===== src/rtl/if_fetch_if.sv =====
// Fetch-stage bundle: shared 8-bit memory read port plus the decode-side
// valid/stall/redirect handshake. master = fetch stage, slave = its environment.
interface if_fetch_if #(
  parameter int ADDR_WIDTH = 32
);
  logic                  mem_busy;
  logic [7:0]            mem_din;
  logic [ADDR_WIDTH-1:0] mem_a;
  logic                  mem_rd;
  logic                  stall;
  logic                  br_taken;
  logic [31:0]           br_target;
  logic                  inst_valid;
  logic [31:0]           pc;
  logic [31:0]           inst;

  modport master (
    input  mem_busy, mem_din, stall, br_taken, br_target,
    output mem_a, mem_rd, inst_valid, pc, inst
  );

  modport slave (
    output mem_busy, mem_din, stall, br_taken, br_target,
    input  mem_a, mem_rd, inst_valid, pc, inst
  );
endinterface


===== src/rtl/if_fetch.sv =====
// Instruction fetch: assembles 32-bit little-endian words from a byte-serial
// memory port and presents them to decode with a valid/stall handshake.
module if_fetch #(
  parameter logic [31:0] RESET_PC   = 32'h0000_0000,
  parameter int          ADDR_WIDTH = 32
) (
  input  logic       clk,
  input  logic       rst,
  if_fetch_if.master bus
);
  typedef enum logic {FETCH, HOLD} state_t;

  state_t      state_reg;
  logic [31:0] fetch_pc_reg;
  logic [31:0] inst_buf_reg;
  logic [2:0]  issue_idx_reg;
  logic [2:0]  recv_idx_reg;
  logic        pending_reg;
  logic        inst_valid_reg;
  logic [31:0] pc_reg;
  logic [31:0] inst_reg;

  logic [31:0] issue_addr;
  logic [31:0] assembled;
  logic [31:0] redirect_pc;
  logic [31:0] next_pc;
  logic        issue;
  logic        word_done;
  logic        out_free;

  // Gated by rst so the port stays quiet while reset is asserted.
  assign issue = rst && (state_reg == FETCH) && (issue_idx_reg < 3'd4) &&
                 !bus.mem_busy && !bus.br_taken;

  assign issue_addr  = fetch_pc_reg + {29'd0, issue_idx_reg};
  assign bus.mem_a   = issue_addr[ADDR_WIDTH-1:0];
  assign bus.mem_rd  = issue;

  assign redirect_pc = bus.br_target & ~32'h3;
  assign next_pc     = fetch_pc_reg + 32'd4;
  assign word_done   = pending_reg && (recv_idx_reg == 3'd3);
  assign out_free    = !inst_valid_reg || !bus.stall;

  // Buffer with the arriving byte merged into its lane.
  generate
    for (genvar gi = 0; gi < 4; gi++) begin : g_byte
      assign assembled[8*gi +: 8] = (pending_reg && recv_idx_reg == 3'(gi)) ?
                                    bus.mem_din : inst_buf_reg[8*gi +: 8];
    end
  endgenerate

  assign bus.inst_valid = inst_valid_reg;
  assign bus.pc         = pc_reg;
  assign bus.inst       = inst_reg;

  always_ff @(posedge clk or negedge rst) begin
    if (!rst) begin
      state_reg      <= FETCH;
      fetch_pc_reg   <= RESET_PC;
      inst_buf_reg   <= 32'd0;
      issue_idx_reg  <= 3'd0;
      recv_idx_reg   <= 3'd0;
      pending_reg    <= 1'b0;
      inst_valid_reg <= 1'b0;
      pc_reg         <= 32'd0;
      inst_reg       <= 32'd0;
    end else if (bus.br_taken) begin
      // Redirect discards any byte in flight and any held word.
      state_reg      <= FETCH;
      fetch_pc_reg   <= redirect_pc;
      inst_buf_reg   <= 32'd0;
      issue_idx_reg  <= 3'd0;
      recv_idx_reg   <= 3'd0;
      pending_reg    <= 1'b0;
      inst_valid_reg <= 1'b0;
    end else begin
      pending_reg <= issue;
      if (issue) begin
        issue_idx_reg <= issue_idx_reg + 3'd1;
      end
      case (state_reg)
        FETCH: begin
          if (word_done) begin
            if (out_free) begin
              inst_reg       <= assembled;
              pc_reg         <= fetch_pc_reg;
              inst_valid_reg <= 1'b1;
              fetch_pc_reg   <= next_pc;
              issue_idx_reg  <= 3'd0;
              recv_idx_reg   <= 3'd0;
            end else begin
              inst_buf_reg <= assembled;
              recv_idx_reg <= 3'd4;
              state_reg    <= HOLD;
            end
          end else begin
            if (pending_reg) begin
              inst_buf_reg <= assembled;
              recv_idx_reg <= recv_idx_reg + 3'd1;
            end
            if (inst_valid_reg && !bus.stall) begin
              inst_valid_reg <= 1'b0;
            end
          end
        end
        HOLD: begin
          if (!bus.stall) begin
            inst_reg       <= inst_buf_reg;
            pc_reg         <= fetch_pc_reg;
            inst_valid_reg <= 1'b1;
            fetch_pc_reg   <= next_pc;
            issue_idx_reg  <= 3'd0;
            recv_idx_reg   <= 3'd0;
            state_reg      <= FETCH;
          end
        end
        default: state_reg <= FETCH;
      endcase
    end
  end
endmodule

===== src/flat_wrapper.sv =====
// flat-port wrapper written by rule: the top's interface ports become plain ports
module if_fetch_flat 
#(
  parameter logic [31:0] RESET_PC   = 32'h0000_0000,
  parameter int          ADDR_WIDTH = 32
)
  (clk, rst, bus_mem_busy, bus_mem_din, bus_stall, bus_br_taken, bus_br_target, bus_mem_a, bus_mem_rd, bus_inst_valid, bus_pc, bus_inst);
  if_fetch_if #(.ADDR_WIDTH(ADDR_WIDTH)) bus_i ();
  input  logic clk;
  input  logic rst;
  input wire logic [$bits(bus_i.mem_busy)-1:0] bus_mem_busy;
  input wire logic [$bits(bus_i.mem_din)-1:0] bus_mem_din;
  input wire logic [$bits(bus_i.stall)-1:0] bus_stall;
  input wire logic [$bits(bus_i.br_taken)-1:0] bus_br_taken;
  input wire logic [$bits(bus_i.br_target)-1:0] bus_br_target;
  output wire logic [$bits(bus_i.mem_a)-1:0] bus_mem_a;
  output wire logic [$bits(bus_i.mem_rd)-1:0] bus_mem_rd;
  output wire logic [$bits(bus_i.inst_valid)-1:0] bus_inst_valid;
  output wire logic [$bits(bus_i.pc)-1:0] bus_pc;
  output wire logic [$bits(bus_i.inst)-1:0] bus_inst;
  assign bus_i.mem_busy = bus_mem_busy;
  assign bus_i.mem_din = bus_mem_din;
  assign bus_i.stall = bus_stall;
  assign bus_i.br_taken = bus_br_taken;
  assign bus_i.br_target = bus_br_target;
  assign bus_mem_a = bus_i.mem_a;
  assign bus_mem_rd = bus_i.mem_rd;
  assign bus_inst_valid = bus_i.inst_valid;
  assign bus_pc = bus_i.pc;
  assign bus_inst = bus_i.inst;
  if_fetch #(.RESET_PC(RESET_PC), .ADDR_WIDTH(ADDR_WIDTH)) u_core (.clk(clk), .rst(rst), .bus(bus_i));
endmodule

===== config.mk =====
export PLATFORM = sky130hd
export DESIGN_NAME = if_fetch_flat
export DESIGN_NICKNAME = d
export VERILOG_FILES = /design/src/rtl/if_fetch_if.sv /design/src/rtl/if_fetch.sv /design/src/flat_wrapper.sv
export SDC_FILE = /design/constraint.sdc
export NUM_CORES = 1
export LEC_CHECK = 0
export CAP_MARGIN = 15
export CORE_AREA = 2 2 144 146
export DETAILED_ROUTE_END_ITERATION = 12
export DIE_AREA = 0 0 146 148
export HOLD_SLACK_MARGIN = 0.08
export SLEW_MARGIN = 20
export SYNTH_ARGS = -nofsm -noshare
export SYNTH_HDL_FRONTEND = slang
export SYNTH_SLANG_ARGS = --single-unit

===== constraint.sdc =====
create_clock -name clk -period 2.78 [get_ports clk]
set_input_delay 0.417 -clock clk [delete_from_list [all_inputs] [get_ports clk]]
set_output_delay 0.417 -clock clk [all_outputs]
set_load 0.05 [all_outputs]

# After elaboration in Yosys (flattened, before gate mapping)
# Index checks and enable logic that the tools add are counted.
# word_totals
out_inout_bits	98
inputBits	45
word_cells	97
regBits	137
# classes
n_bitwise	2
mux	46
n_reduce_logical	21
n_eq_ne	14
add_sub_neg	4
order_cmp	1
# op_table
operator	n
32-bit 2-to-1 mux	15
32-bit case mux with 2 select lines	3
32-bit by 3-bit adder with 32-bit output	1
32-bit by 3-bit adder with 32-bit output, second input constant	1
8-bit 2-to-1 mux	4
3-bit 2-to-1 mux	10
3-bit case mux with 2 select lines	2
1-bit 2-to-1 mux	10
1-bit logical AND	9
3-bit AND reduction	3
3-bit by 1-bit adder with 3-bit output, second input constant	2
3-bit by 2-bit == test with 1-bit output, second input constant	2
3-bit by 2-bit inequality test with 1-bit output, second input constant	2
3-bit inequality test, second input constant	2
1-bit zero test	4
2-bit by 1-bit inequality test with 1-bit output, second input constant	2
2-bit inequality test, second input constant	2
4-bit by 2-bit inequality test with 1-bit output, second input constant	1
4-bit by 3-bit inequality test with 1-bit output, second input constant	1
4-bit inequality test, second input constant	1
1-bit case mux with 2 select lines	2
4-bit AND reduction	1
3-bit by 1-bit == test with 1-bit output, second input constant	1
3-bit zero test	1
other kinds (5)	6

# Depth between registers and ports, before layout
# depth
word_depth	10
ltp_mapped	9
ltp_nobuf	6

# Worst setup path after synthesis
# OpenSTA, ideal clock, no wires.
# synth_timing
kind	input port to flip-flop
start	input port bus_br_taken
end	register u_core.issue_idx_reg[1]
slack_ps	-181
setup_ps	135
path_buffers	1
arrival_time_ps	2826
t_required_ps	2645
stages	4
cell_sequence	clkbuf_1 -> nor4_1 -> mux2i_1 -> nor3_1
# synth_via
elab_chain_cells	7
elab_cells_between_ends	8
cone_classes	mux: 6; reduce/logical: 2
# synth_lines
element	line_no	source
start, declared	flat_wrapper.sv:14	input wire logic [$bits(bus_i.br_taken)-1:0] bus_br_taken;
1-bit zero test (*)	if_fetch.sv:33	!bus.mem_busy && !bus.br_taken;
1-bit logical AND (*)	if_fetch.sv:33	
named net bus_mem_rd	flat_wrapper.sv:17	output wire logic [$bits(bus_i.mem_rd)-1:0] bus_mem_rd;
3-bit 2-to-1 mux (*)	if_fetch.sv:78	if (issue) begin
3-bit 2-to-1 mux	if_fetch.sv:84	if (out_free) begin
3-bit 2-to-1 mux	if_fetch.sv:83	if (word_done) begin
3-bit case mux with 2 select lines (*)	if_fetch.sv:81	case (state_reg)
3-bit 2-to-1 mux (*)	if_fetch.sv:67	end else if (bus.br_taken) begin
end signal, assigned	if_fetch.sv:79	issue_idx_reg <= issue_idx_reg + 3'd1;
end, declared	if_fetch.sv:16	logic [2:0] issue_idx_reg;
# The timed path passes the listed nets; every way through them passes the cells marked *.
# A chain may end at the register's enable or synchronous reset.

# Worst setup path in the final report
# layout_timing
start	register u_core.issue_idx_reg[2]
end	output port bus_mem_a[28]
# layout_via
elab_chain_cells	1
# layout_lines
element	line_no	source
32-bit by 3-bit adder with 32-bit output	if_fetch.sv:35	assign issue_addr = fetch_pc_reg + {29'd0, issue_idx_reg};
end, declared	flat_wrapper.sv:16	output wire logic [$bits(bus_i.mem_a)-1:0] bus_mem_a;
# No other way between the ends.

==> results.ini <==
[outcome]
run_status=finished clean

[power]
clockPowerShare=0.396
p_int_mw=3.736
switching_share=0.3147
power_frac_comb=0.205
seq_power_share=0.400
p_per_area_mw_per_mm2=568.9
peakVddDrop_uv=386.1
p_total_mw=5.453
p_switching_mw=1.716
p_leak_nw=3.952

[floorplan]
die-area_sq_mm=0.02161
die_h_um=148
num_rows=52
coreArea_sq_mm=0.02004
ios=143
die_w_um=146
start_util=0.3457

[grt]
grt_remaining_overflow=0
grt_pass1_vias=5524
antenna_found_initial=0
grt_usage=0.1803
grt_max_degree=80
grt_pass1_wl_um=30620

[layout]
layout-drive-gt1-share=0.1990
final_cells=1109
final_net_count=879
diodes=0
multi_input_area_sq_mm=0.003416
syn2layout_area_growth_pct=38.34
regArea_sq_mm=0.003337
most-common-layout-cells=dfrtp_1 (126), clkdlybuf4s50_1 (108), nor2_1 (97)
final_common_cell=dfrtp_1
fillers=1931

[worst_setup_path]
path_buf_inv=2
cpPeakStageDelay_ns=0.43
cp.depth=7
ff2ff_path_depth=6
cpMaxStageDelayCell=dfrtp_1
critPathArrivalTime_ns=2.24
path_cells=ha_4 -> nand2_2 -> nor4_4 -> buf_4 -> nand2_1 -> xnor2_1 -> buf_12
cp-startpoint=u_core.issue_idx_reg[2]$_DFF_PN0_
reg2reg_to=u_core.fetch_pc_reg[21]$_DFFE_PN0P_
ff2ff_setup_slack_ns=0.32
cp.required_ns=2.36
r2r_start=u_core.recv_idx_reg[0]$_DFFE_PN0P_
end_kind=output port
cp-start-kind=flop
crit_end=bus_mem_a[28]
worstSetupPathType=reg2out
path_delay_family=simple AND/OR/NAND/NOR gates
worstPathMaxFanout=5

[place]
dp_slack_ns=0.3047
dp.final_hpwl_um=13280
numPortBuffers=138
place.gp.congestion=0.8553
dp.cells=1072

[yosys]
syn_avg_cell_area_sq_um=9.968
yosys_warnings=0
synth-edff-count=0
async_reset_ff_frac=1.000
synthesis.area_sq_mm=0.006928
synthCells=695
synthFlopType=dfrtp_1
ys_types=52
synth-seq-cells=133
seq_area_frac_synth=0.4804

[sta]
fin_crit_sh=0.9563
fin_ws_ns=0.1215
fin_skew_ns=0.006442
tightest_slew_ns=0.9746
hold_viol_final=0
rsz0062_at_grt=yes
relSlewSlack=0.3445
maxSlewViolCount=0
setup_viol=0
min_period_ns=2.658
fmax_mhz=376.2

[clocking]
clock_latency_ns=0.42
htreeDepth=4
cts_sinks=133
cts-buffers-inserted=17
clockBufferDepth=2
cts_root_buf=clkbuf_16
holdBufCountCts=0
path_clk_slew_ns=0.06
cts_tree=done

[route]
dr_total_vias=5730
via_per_inst=5.167
first_pass_iters=6
first_iter_violations=343
drc=0
drt_wl_total_um=19320
wl_per_cell_um=17.42
ant_nets=0

[flow_run]
maxCapViolations=0

[worst_hold_path]
hp-class=in2async

-- how the worst min path moves through the flow --
stage	start	endpoint	slack, ns
2_1_floorplan	rst	u_core.bus.inst[0]$_DFFE_PN0P_	0.12
3_3_place_gp	u_core.bus.pc[18]$_DFFE_PN0P_	u_core.bus.pc[18]$_DFFE_PN0P_	0.49
3_5_place_dp	u_core.bus.pc[7]$_DFFE_PN0P_	u_core.bus.pc[7]$_DFFE_PN0P_	0.49
4_1_cts	rst	u_core.bus.pc[5]$_DFFE_PN0P_	0.18
5_1_grt	rst	u_core.bus.pc[4]$_DFFE_PN0P_	0.20
6_report	rst	u_core.issue_idx_reg[0]$_DFF_PN0_	0.15
-- kinds of logic (layout without fill, tap and decap cells) --
| logic type | after synthesis | after routing | synth area share |
|---|---|---|---|
| AO/OA/AOI/OAI | 94 | 94 | 0.08218 |
| other | 1 | 2 | 0.0005413 |
| adder cells (fa/ha/maj) | 8 | 8 | 0.01445 |
| buffers and inverters | 75 | 218 | 0.04497 |
| AND/OR/NAND/NOR | 253 | 253 | 0.1891 |
| XOR/XNOR | 35 | 35 | 0.04425 |
| multiplexers | 96 | 96 | 0.1441 |
| flip-flops | 133 | 133 | 0.4804 |
-- Yosys cell counts (all sizes together) (12+ instances only) --
library cell  instances  area share
a21oi                38       0.027
a31oi                19       0.017
buf                  28       0.019
clkbuf               36       0.020
dfrtp               133        0.48
mux2                 30       0.049
mux2i                66       0.095
nand2                40       0.022
nand3                21       0.015
nand4                22       0.022
nor2                 98       0.053
nor3                 16       0.018
nor4                 14       0.014
o21ai                12      0.0087
or4                  14       0.015
xnor2                27       0.034
-- power by group through the flow --
stage                     Clock (mW)  Combinational, mW  Sequential [mW]
after floorplan                    0              0.460             2.37
after global placement             0               1.11             2.20
after detailed placement           0               1.12             2.21
after CTS                       2.20               1.12             2.17
after global routing            2.29               1.18             2.20
final                           2.16               1.12             2.18
-- timing repair --
item                                    in CTS  in global routing
pin swaps                                    0                  2
endpoints found under the setup margin       7                 19
resized for setup                            8                 17
setup buffers                                0                  4
gates cloned                                 0                  1
-- area by class of cell --
| class | count | share of cell area |
|---|---|---|
| repair buffers | 175 | 0.1963 |
| clock buffers | 18 | 0.04582 |
| multi-input cells | 488 | 0.3564 |
| flip-flops and latches | 133 | 0.3482 |
| well taps | 270 | 0.03525 |
| inverters | 11 | 0.004308 |
| clock inverters | 14 | 0.01371 |
-- per-stage QoR --
step	cell area, sq um	setup TNS (ns)	hold WS, ns	util
3_3_place_gp	8886	0	0.4900	0.4434
3_5_place_dp	8886	0	0.4941	0.4434
2_1_floorplan	6975	0	0.1214	-
4_1_cts	9497	0	0.1783	0.4739
6_report	9584	0	0.1465	0.4783
5_1_grt	9584	-0.009747	0.1984	0.4783
-- worst reg2reg max path: stages (launching register included) --
cell and delay [ns]:
dfrtp_1 0.44, ha_1 0.20, ha_1 0.16, a21oi_1 0.20
or3_1 0.65, or4_1 0.58, a31oi_1 0.16
-- per-layer routing --
layer  vias to the layer above  GRT usage  share of wire
met1                      2815     0.2533           0.46
met3                        29    0.03981          0.057
li1                       2721          -              -
met4                         0    0.06117          0.017
met2                       165     0.2769           0.46
met5                         -          0              0
Power figures use the tool's default switching activity.
